<file path="src/rtl/rv32i_lsu.sv">
// RV32I load/store unit: one decoded memory request becomes one word-aligned
// bus transaction, returning extended load data or a fault cause.
//
// state | meaning
// IDLE  | ready for a request; decode faults go straight to RESP
// BUS   | bus transaction outstanding, timeout counting
// RESP  | response held until the consumer accepts it
module rv32i_lsu #(
  parameter int TIMEOUT_CYCLES = 255
) (
  input  logic        clock,
  input  logic        reset,
  input  logic        req_valid,
  output logic        req_ready,
  input  logic [4:0]  req_op,
  input  logic [2:0]  req_f3,
  input  logic [31:0] req_addr,
  input  logic [31:0] req_wdata,
  input  logic [4:0]  req_rd,
  output logic        bus_valid,
  output logic        bus_write,
  output logic [31:0] bus_addr,
  output logic [31:0] bus_wdata,
  output logic [3:0]  bus_mask,
  input  logic        bus_ack,
  input  logic [31:0] bus_rdata,
  input  logic        bus_err,
  output logic        rsp_valid,
  input  logic        rsp_ready,
  output logic [4:0]  rsp_rd,
  output logic [31:0] rsp_data,
  output logic [1:0]  rsp_cause
);

  localparam logic [4:0] OP_LOAD  = 5'b00000;
  localparam logic [4:0] OP_STORE = 5'b01000;

  localparam logic [2:0] F3_LB  = 3'b000;
  localparam logic [2:0] F3_LH  = 3'b001;
  localparam logic [2:0] F3_LW  = 3'b010;
  localparam logic [2:0] F3_LBU = 3'b100;
  localparam logic [2:0] F3_LHU = 3'b101;

  localparam logic [1:0] CAUSE_OK        = 2'd0;
  localparam logic [1:0] CAUSE_MISALIGN  = 2'd1;
  localparam logic [1:0] CAUSE_ILLEGAL   = 2'd2;
  localparam logic [1:0] CAUSE_BUS_FAULT = 2'd3;

  // Counter only needs to reach TIMEOUT_CYCLES-1; the last idle cycle ends BUS.
  localparam int CW = (TIMEOUT_CYCLES > 1) ? $clog2(TIMEOUT_CYCLES) : 1;
  localparam logic [CW-1:0] TO_LAST = CW'(TIMEOUT_CYCLES - 1);

  typedef enum logic [1:0] {IDLE, BUS, RESP} state_t;

  state_t        state;
  logic [CW-1:0] to_cnt;
  logic [1:0]    lat_off;
  logic [2:0]    lat_f3;

  logic        is_load_in;
  logic        is_store_in;
  logic        illegal_in;
  logic        misalign_in;
  logic [3:0]  mask_in;
  logic [31:0] wdata_in;
  logic [31:0] lane;
  logic [31:0] load_data;

  always_comb begin
    is_load_in  = (req_op == OP_LOAD);
    is_store_in = (req_op == OP_STORE);

    illegal_in = 1'b0;
    if (!is_load_in && !is_store_in)
      illegal_in = 1'b1;
    else if (is_load_in && (req_f3 == 3'b011 || req_f3 == 3'b110 || req_f3 == 3'b111))
      illegal_in = 1'b1;
    else if (is_store_in && req_f3 >= 3'b011)
      illegal_in = 1'b1;

    // f3[1:0] encodes access size for both loads and stores.
    misalign_in = 1'b0;
    case (req_f3[1:0])
      2'b01:   misalign_in = req_addr[0];
      2'b10:   misalign_in = (req_addr[1:0] != 2'b00);
      default: misalign_in = 1'b0;
    endcase

    case (req_f3[1:0])
      2'b00:   mask_in = 4'b0001 << req_addr[1:0];
      2'b01:   mask_in = 4'b0011 << req_addr[1:0];
      default: mask_in = 4'b1111;
    endcase

    case (req_f3[1:0])
      2'b00:   wdata_in = {4{req_wdata[7:0]}};
      2'b01:   wdata_in = {2{req_wdata[15:0]}};
      default: wdata_in = req_wdata;
    endcase
  end

  always_comb begin
    lane = bus_rdata >> {lat_off, 3'b000};
    case (lat_f3)
      F3_LB:   load_data = {{24{lane[7]}}, lane[7:0]};
      F3_LH:   load_data = {{16{lane[15]}}, lane[15:0]};
      F3_LW:   load_data = lane;
      F3_LBU:  load_data = {24'd0, lane[7:0]};
      F3_LHU:  load_data = {16'd0, lane[15:0]};
      default: load_data = lane;
    endcase
  end

  always_ff @(posedge clock) begin
    if (reset) begin
      state     <= IDLE;
      to_cnt    <= '0;
      lat_off   <= 2'b00;
      lat_f3    <= 3'b000;
      req_ready <= 1'b1;
      bus_valid <= 1'b0;
      bus_write <= 1'b0;
      bus_addr  <= 32'd0;
      bus_wdata <= 32'd0;
      bus_mask  <= 4'd0;
      rsp_valid <= 1'b0;
      rsp_rd    <= 5'd0;
      rsp_data  <= 32'd0;
      rsp_cause <= CAUSE_OK;
    end else begin
      case (state)
        IDLE: begin
          if (req_valid) begin
            rsp_rd    <= req_rd;
            lat_off   <= req_addr[1:0];
            lat_f3    <= req_f3;
            to_cnt    <= '0;
            req_ready <= 1'b0;
            if (illegal_in || misalign_in) begin
              state     <= RESP;
              rsp_valid <= 1'b1;
              rsp_data  <= 32'd0;
              rsp_cause <= illegal_in ? CAUSE_ILLEGAL : CAUSE_MISALIGN;
            end else begin
              state     <= BUS;
              bus_valid <= 1'b1;
              bus_write <= is_store_in;
              bus_addr  <= {req_addr[31:2], 2'b00};
              bus_wdata <= is_store_in ? wdata_in : 32'd0;
              bus_mask  <= mask_in;
            end
          end
        end

        BUS: begin
          if (bus_err || bus_ack ||
              (TIMEOUT_CYCLES != 0 && to_cnt == TO_LAST)) begin
            state     <= RESP;
            bus_valid <= 1'b0;
            bus_write <= 1'b0;
            bus_addr  <= 32'd0;
            bus_wdata <= 32'd0;
            bus_mask  <= 4'd0;
            rsp_valid <= 1'b1;
            if (bus_err || !bus_ack) begin
              rsp_cause <= CAUSE_BUS_FAULT;
              rsp_data  <= 32'd0;
            end else begin
              rsp_cause <= CAUSE_OK;
              rsp_data  <= bus_write ? 32'd0 : load_data;
            end
          end else begin
            to_cnt <= to_cnt + 1'b1;
          end
        end

        RESP: begin
          if (rsp_ready) begin
            state     <= IDLE;
            rsp_valid <= 1'b0;
            rsp_rd    <= 5'd0;
            rsp_data  <= 32'd0;
            rsp_cause <= CAUSE_OK;
            req_ready <= 1'b1;
          end
        end

        default: begin
          state     <= IDLE;
          req_ready <= 1'b1;
        end
      endcase
    end
  end

endmodule

</file>
<file path="config.mk">
export PLATFORM = sky130hd
export DESIGN_NAME = rv32i_lsu
export DESIGN_NICKNAME = d
export VERILOG_FILES = /design/src/rtl/rv32i_lsu.sv
export SDC_FILE = /design/constraint.sdc
export NUM_CORES = 1
export LEC_CHECK = 0
export ABC_AREA = 1
export ABC_CLOCK_PERIOD_IN_PS = 3100
export BUFFER_PORTS_ARGS = -buffer_cell sky130_fd_sc_hd__buf_2
export CAP_MARGIN = 40
export CORE_MARGIN = 5
export CORE_UTILIZATION = 45
export DETAILED_ROUTE_END_ITERATION = 8
export PLACE_DENSITY = 0.75
export SLEW_MARGIN = 20
export SYNTH_ARGS = -nofsm -noshare
export SYNTH_HDL_FRONTEND = slang
export SYNTH_SLANG_ARGS = --single-unit
</file>
<file path="constraint.sdc">
create_clock -name clock -period 3.1 [get_ports clock]
set_input_delay 0.465 -clock clock [delete_from_list [all_inputs] [get_ports clock]]
set_output_delay 0.465 -clock clock [all_outputs]
set_load 0.02 [all_outputs]
</file>
==> results of run 1 <==
## routing by layer
metal / up-vias / GRT usage / part of all wire
met3: 40 / 0.0733 / 0.078
met1: 3247 / 0.285 / 0.42
li1: 3736 / - / -
met2: 285 / 0.371 / 0.47
met4: 0 / 0.0857 / 0.028
met5: - / 0 / 0
## power breakdown
| group | switching (mW) | internal [mW] | total (mW) | leakage (nW) |
|---|---|---|---|---|
| clock network | 0.811 | 1.13 | 1.94 | 0.280 |
| logic | 1.68 | 0.723 | 2.40 | 2.61 |
| registers | 0.151 | 1.84 | 1.99 | 1.01 |
## synthesized netlist by cell type (3+ instances only)
master / instances / area, µm²
nor3_1: 26 / 130
nor2_1: 96 / 360
o21ai_0: 60 / 300
or2_2: 6 / 37.5
dfxtp_1: 124 / 2480
inv_2: 8 / 30.0
nand3_1: 81 / 405
nor2_2: 5 / 31.3
ha_1: 9 / 113
buf_2: 28 / 140
a21oi_1: 90 / 450
nand2_1: 303 / 1140
buf_6: 7 / 78.8
nand2_2: 3 / 18.8
clkbuf_1: 35 / 131
inv_1: 69 / 259
nand3_4: 3 / 52.6
nand4_1: 54 / 338
## registers in the layout, indices dropped and copies added (netlist names), 3 cells and up
register	count
lat_f3	3
rsp_rd	5
bus_mask	4
bus_wdata	32
rsp_data	32
to_cnt	8
bus_addr	30
## final timing paths
path	start	to	slack [ns]	depth (start not counted)
hold reg to reg	bus_addr[26]$_SDFFE_PP0P_	bus_addr[26]$_SDFFE_PP0P_	0.46	2
setup reg to reg	state[0]$_SDFFE_PP0P_	bus_addr[8]$_SDFFE_PP0P_	0.64	10
setup / recovery	state[0]$_SDFFE_PP0P_	bus_addr[8]$_SDFFE_PP0P_	0.64	10
hold / removal	req_addr[25]	bus_addr[25]$_SDFFE_PP0P_	0.31	3
## cells by family after synthesis
kind of cell / count (synthesis)
and+or+nand+nor: 586
adders and majority gates: 9
xor gates and xnor gates: 3
DFF: 124
other: 1
buffers and inverters: 152
AOI/OAI and AO/OA: 156
## critical path: cells and delay by family (launching register included)
| kind | cells | cell delay, ns |
|---|---|---|
| buf+inv | 3 | 0.66 |
| simple gates | 4 | 0.62 |
| fa+ha+maj | 1 | 0.37 |
| compound gates | 2 | 0.36 |
| flops | 1 | 0.34 |
## area by class of cell
class	count	share of cell area
sequential	124	0.296
timing repair buffer	239	0.151
multi-input combinational	756	0.422
tap	184	0.0274
inverter	79	0.0355
clock inverter	15	0.0180
clock buffer	17	0.0507
==> results by group, run 1 <==
Status
  • Outcome: finished clean

Timing
  • Worst slew slack as a fraction of its limit: 0.528
  • Worst hold slack: 0.315 ns
  • Final worst setup slack: about 0.64 ns
  • Highest Clock Rate: just over 400 MHz
  • Setup repair after global routing missed its margin: no
  • Slew at the pin closest to its max-slew limit: about 0.71 ns
  • Setup total negative slack: 0 ns
  • Final period utilization: 0.795
  • Worst Clk Skew: between 0.009 and 0.01 ns
  • Final hold violations: 0
  • Min Clock Period, post-route: 2.46 ns
  • Setup Viol. Count Final: 0
  • Max-slew violations: 0

Power and ir drop
  • Pwr/cell area: 755 nW/µm²
  • Total power after layout: 6.34 mW
  • Leakage component of the power: 3.90 nW
  • Highest ir drop seen on vdd: approximately 0.52 mV

Clock tree
  • Clock Latency Late Sink: around 0.42 ns
  • Number of post-CTS setup repair buffers: 0
  • Clock tree root driver cell: clkbuf_16
  • CTS H-Tree Depth: 4
  • Clock Sink Count: 124
  • PostCTS Resize Cnt: 0
  • Longest Clk Path Bufs: 2
  • Clock slew at reported path FFs: around 0.06 ns
  • Hold-fix buffers at CTS: 0
  • TritonCTS clock tree: done
  • Number of buffers inserted during clock tree synthesis: 17

Cells and area
  • Most common cell after layout, fill and taps aside: nand2_1
  • Utilization after layout: 0.577
  • Layout cell share with drive strength beyond 1: 0.247
  • Filler instances: 1,463
  • Leading cell types in the layout, fill and taps excluded: nand2_1 (303), buf_2 (223), dfxtp_1 (124)
  • N_diodes: 0
  • Area growth from synthesis to final layout: 25.5%
  • Final-stage net count: 1,341
  • Finished layout cell area: approximately 8400 µm²
  • Sequential cell area: roughly 2500 µm²
  • Multi-input gate area in the final layout: ~3500 µm²
  • Final cell count without fillers: around 1.4k

Drt
  • Number of vias per cell: between 5 and 6
  • First DRT Iteration DRCs: about 490
  • Residual antenna-violating net count after detailed routing: 0
  • Final wirelength: between 20 and 25 mm
  • Total via count in the routed design: roughly 7.3k
  • Number of remaining DRC errors: 0
  • DR WL/cell: between 10 and 15 µm
  • Length of the first detailed-routing pass in iterations: 4

Logic synthesis
  • Sequential element share of the synthesized area: 0.371
  • Total number of yosys warnings: 0
  • Cell count after synthesis: around 1.0k
  • Average size of a mapped cell: 6.48 µm²
  • Async set-reset flop share out of synthesis: 0
  • Dominant combinational cell family by area after synthesis: simple AND/OR/NAND/NOR gates
  • Synth Register Bits: between 100 and 150
  • Number of different library cells in the post-synthesis netlist: 38
  • Fraction of synthesized area in multiplexers: 0
  • Number of flops mapped to enable cells by yosys: 0
  • Synth Cell Area: about 6700 µm²
  • Synth Area in Compound Gates: 0.119
  • Simple-gate area share of the yosys netlist: 0.389
  • Commonest register cell after synthesis: dfxtp_1
  • Adder-cell share of the synthesized area: 0.0169
  • Synth Area in XOR/XNOR: 0.00393

Place
  • Sum of net half-perimeters after detailed placement: 14.7 mm
  • Pre-CTS worst setup slack: approximately 0.66 ns
  • Final weighted congestion of routability-driven global placement: between 0.9 and 1
  • Post-place instance area: around 7800 µm²
  • Placed Instances: between 1k and 1.5k
  • Port-buffer cells: between 200 and 250

Setup path
  • Slowest library cell on the worst path: buf_4
  • Stage delay of the slowest cell on the critical path: roughly 0.55 ns
  • Launching element type of the critical path: flop
  • Type of the worst setup path: reg -> reg
  • Critical Path AT: ~2.8 ns
  • Sequence of cells on the critical path: inv_1 -> ha_1 -> nand2_1 -> o21ai_1 -> nand2_1 -> inv_2 -> nand2_2 -> buf_4 -> nand2_1 -> a21oi_1
  • Data required time of the worst path: between 3 and 4 ns
  • Most numerous cell on the critical path: nand2_1
  • Critical path fanouts, max: 68
  • Critical Path End Type: flop

GRT
  • Overall overflow remaining after global route: 0
  • Maximum number of pins on one net before global-route repair: between 60 and 70
  • Wire length of the first global-routing pass: around 33 mm
  • Via count of the first global-routing pass: a little under 7k
  • Global-route usage over all layers: 0.229
  • Initial antenna violation count: 0

Floorplanning
  • Total number of placement rows: 44
  • Starting Density: 0.460
  • Io pins: 226
  • Placeable core region: 14,500 µm²
  • Horizontal extent of the die: 132 µm
  • Vert. Die Dim: roughly 130 µm
  • Overall die area: roughly 17,000 µm²

Flow run
  • MaxCap Viol Count: 0

Worst hold path
  • Hold Path Class: in -> reg
(Power assumes the default switching activity.)
==> inputs of run 2 (changes only) <==
--- a/config.mk
+++ b/config.mk
@@ -6,7 +6,7 @@
 export NUM_CORES = 1
 export LEC_CHECK = 0
 export ABC_AREA = 1
-export ABC_CLOCK_PERIOD_IN_PS = 3100
+export ABC_CLOCK_PERIOD_IN_PS = 2300
 export BUFFER_PORTS_ARGS = -buffer_cell sky130_fd_sc_hd__buf_2
 export CAP_MARGIN = 40
 export CORE_MARGIN = 5
==> constraint.sdc (replaced) <==
create_clock -name clock -period 2.3 [get_ports clock]
set_input_delay 0.345 -clock clock [delete_from_list [all_inputs] [get_ports clock]]
set_output_delay 0.345 -clock clock [all_outputs]
set_load 0.02 [all_outputs]
==> results by group, run 2 (same netlist as run 1, synthesis figures left out) <==
Floorplanning
  • Placeable core region: 14,500 µm² (unchanged)
  • Horizontal extent of the die: 132 µm (unchanged)
  • Starting Density: 0.460 (unchanged)
  • Overall die area: 17,400 µm² (unchanged)
  • Io pins: 226 (unchanged)
  • Total number of placement rows: 44 (unchanged)
  • Vert. Die Dim: 132 µm (unchanged)

Power and ir drop
  • Int Pwr: 5.01 mW (+36%)
  • Clock network power share: 0.299 (-0.008)
  • Fraction of power consumed by sequential logic: 0.310 (-0.005)
  • Leakage component of the power: 3.95 nW (+1.3%)
  • Highest ir drop seen on vdd: 0.628 mV (+21%)
  • Share of total power in combinational logic: 0.391 (+0.012)
  • Net load switching power: 3.62 mW (+37%)
  • Pwr/cell area: 1020 nW/µm² (+35%)
  • Switching share of total power: 0.419 (+0.00297)

Timing
  • Max-slew violations: 0 (unchanged)
  • Slew at the pin closest to its max-slew limit: 0.548 ns (-0.161 ns)
  • Setup Viol. Count Final: 0 (unchanged)
  • Final hold violations: 0 (unchanged)
  • Min Clock Period, post-route: 1.99 ns (-0.468 ns)
  • Setup repair after global routing missed its margin: no
  • Final period utilization: 0.867 (+0.0727)
  • Worst slew slack as a fraction of its limit: 0.635 (+0.107)
  • Highest Clock Rate: 501 MHz (+23%)
  • Setup total negative slack: 0 ns (unchanged)
  • Worst Clk Skew: 0.0102 ns (+0.000401 ns)
  • Worst hold slack: 0.192 ns (-0.123 ns)

Drt
  • Number of vias per cell: 5.21 (+0.81%)
  • DR WL/cell: 14.3 µm (-1.9%)
  • Number of remaining DRC errors: 0 (unchanged)
  • First DRT Iteration DRCs: 490 (+0.62%)
  • Residual antenna-violating net count after detailed routing: 0 (unchanged)
  • Total via count in the routed design: 7,435 (+1.7%)
  • Length of the first detailed-routing pass in iterations: 4 (unchanged)
  • Final wirelength: 20.4 mm (-1.0%)

Clock tree
  • Clock slew at reported path FFs: 0.07 ns (about the same)
  • Clock Sink Count: 124 (unchanged)
  • CTS H-Tree Depth: 4 (unchanged)
  • Clock Latency Late Sink: 0.42 ns (about the same)
  • TritonCTS clock tree: done
  • PostCTS Resize Cnt: 0 (unchanged)
  • Hold-fix buffers at CTS: 0 (unchanged)
  • Clock tree root driver cell: clkbuf_16
  • Number of buffers inserted during clock tree synthesis: 17 (unchanged)
  • Longest Clk Path Bufs: 2 (unchanged)
  • Number of post-CTS setup repair buffers: 0 (unchanged)

GRT
  • Initial antenna violation count: 3 (+3)
  • Maximum number of pins on one net before global-route repair: 89 (+29%)
  • Via count of the first global-routing pass: 6,772 (-0.51%)
  • Overall overflow remaining after global route: 0 (unchanged)
  • Wire length of the first global-routing pass: 33.1 mm (-0.85%)
  • Global-route usage over all layers: 0.228 (-0.000993)

Place
  • Post-place instance area: 7920 µm² (+1.3%)
  • Sum of net half-perimeters after detailed placement: 14.6 mm (-0.79%)
  • Port-buffer cells: 223 (unchanged)
  • Final weighted congestion of routability-driven global placement: 0.866 (-4.4%)

Cells and area
  • Filler instances: 1,467 (+0.27%)
  • Layout cell share with drive strength beyond 1: 0.254 (+0.00667)
  • Multi-input gate area in the final layout: 3540 µm² (unchanged)
  • Leading cell types in the layout, fill and taps excluded: nand2_1 (303), buf_2 (223), dfxtp_1 (124)
  • Area growth from synthesis to final layout: 27.1%
  • Utilization after layout: 0.584 (+0.00715)
  • Sequential cell area: 2480 µm² (unchanged)
  • Finished layout cell area: 8490 µm² (+1.2%)
  • Final-stage net count: 1,352 (+0.82%)
  • Biggest registers after layout: bus_wdata: 32 flops, rsp_data: 32 flops, bus_addr: 30 flops
  • Most common cell after layout, fill and taps aside: nand2_1

Setup path
  • Sequence of cells on the critical path: inv_1 -> ha_1 -> inv_2 -> o21ai_1 -> nand2_1 -> inv_2 -> nand2_2 -> buf_4 -> nand2_1 -> a21oi_1
  • Count of cells along the worst register-to-register path: 10 (unchanged)
  • Type of the worst setup path: reg -> reg
  • Launching element type of the critical path: flop
  • Critical path fanouts, max: 54 (-21%)
  • Capture instance of the worst register-to-register path: bus_addr[8]$_SDFFE_PP0P_
  • Critical Path End Type: flop
  • Start of the worst register-to-register path: state[1]$_SDFFE_PP0P_
  • Critical Path Sink: bus_addr[8]$_SDFFE_PP0P_
  • Stage delay of the slowest cell on the critical path: 0.45 ns (-0.10 ns)
  • Slowest library cell on the worst path: buf_4
  • Crit path from: state[1]$_SDFFE_PP0P_
  • Critical Path AT: 2.34 ns (-0.46 ns)
  • Setup slack of the worst register-to-register path: 0.31 ns (-0.33 ns)
  • Data required time of the worst path: 2.64 ns (-0.79 ns)

Status
  • Outcome: finished clean

Worst hold path
  • Hold Path Class: in -> reg

Flow run
  • MaxCap Viol Count: 0 (unchanged)
run 2: cell count changes in the layout (fill, tap and decap cells not counted), sizes merged:
| cell | delta |
|---|---|
| buf | +11 |
| diode | +2 |
| bufinv | -1 |
| clkinvlp | +1 |
run 2: power by group through the flow:
stage / Sequential [mW] / Combinational [mW] / Clock, mW
2_1_floorplan: 3.06 / 2.11 / 0
3_3_place_gp: 2.71 / 3.34 / 0
3_5_place_dp: 2.72 / 3.35 / 0
4_1_cts: 2.68 / 3.38 / 2.63
5_1_grt: 2.72 / 3.77 / 2.73
6_report: 2.68 / 3.38 / 2.58
run 2: worst min-delay path by stage:
stage | startpoint | to | slack (ns) | cells after the start
2_1_floorplan | lat_f3[2]$_SDFFE_PP0P_ | lat_f3[2]$_SDFFE_PP0P_ | 0.45 | 2
3_3_place_gp | bus_addr[21]$_SDFFE_PP0P_ | bus_addr[21]$_SDFFE_PP0P_ | 0.44 | 2
3_5_place_dp | bus_addr[25]$_SDFFE_PP0P_ | bus_addr[25]$_SDFFE_PP0P_ | 0.45 | 2
4_1_cts | req_addr[20] | bus_addr[20]$_SDFFE_PP0P_ | 0.17 | 3
5_1_grt | req_addr[22] | bus_addr[22]$_SDFFE_PP0P_ | 0.19 | 3
6_report | req_addr[25] | bus_addr[25]$_SDFFE_PP0P_ | 0.19 | 3
run 2: metrics by stage:
| stage | setup slack, ns | instances | power, mW |
|---|---|---|---|
| finish | 0.305 | 1427 | 8.64 |
| global route | 0.0842 | 1427 | 9.22 |
| CTS | 0.300 | 1425 | 8.69 |
| detailed placement | 0.204 | 1393 | 6.08 |
| global placement | 0.297 | 1393 | 6.05 |
| floorplan | 0.647 | 1032 | 5.16 |
run 2: area by class of cell:
type                    count  area share
diodes                      2    0.000589
clock buffers              17      0.0501
clock inverters            15      0.0171
inverters                  79      0.0351
multi-input cells         756       0.417
flip-flops and latches    124       0.292
well taps                 184      0.0271
repair buffers            250       0.161
run 2: layer usage:
layer  up-vias  share of wire  GRT usage
met2       264           0.47      0.367
met4         2          0.036      0.105
met1      3368           0.42      0.280
li1       3757              -          -
met5         -        0.00034          0
met3        44          0.073     0.0683
run 2: critical path: cells and delay by family, from the launching register on:
| family | cells | cell delay, ns |
|---|---|---|
| flip-flops | 1 | 0.34 |
| AO/OA/AOI/OAI | 2 | 0.27 |
| AND/OR/NAND/NOR | 3 | 0.27 |
| buffers and inverters | 4 | 0.73 |
| adder cells (fa/ha/maj) | 1 | 0.28 |
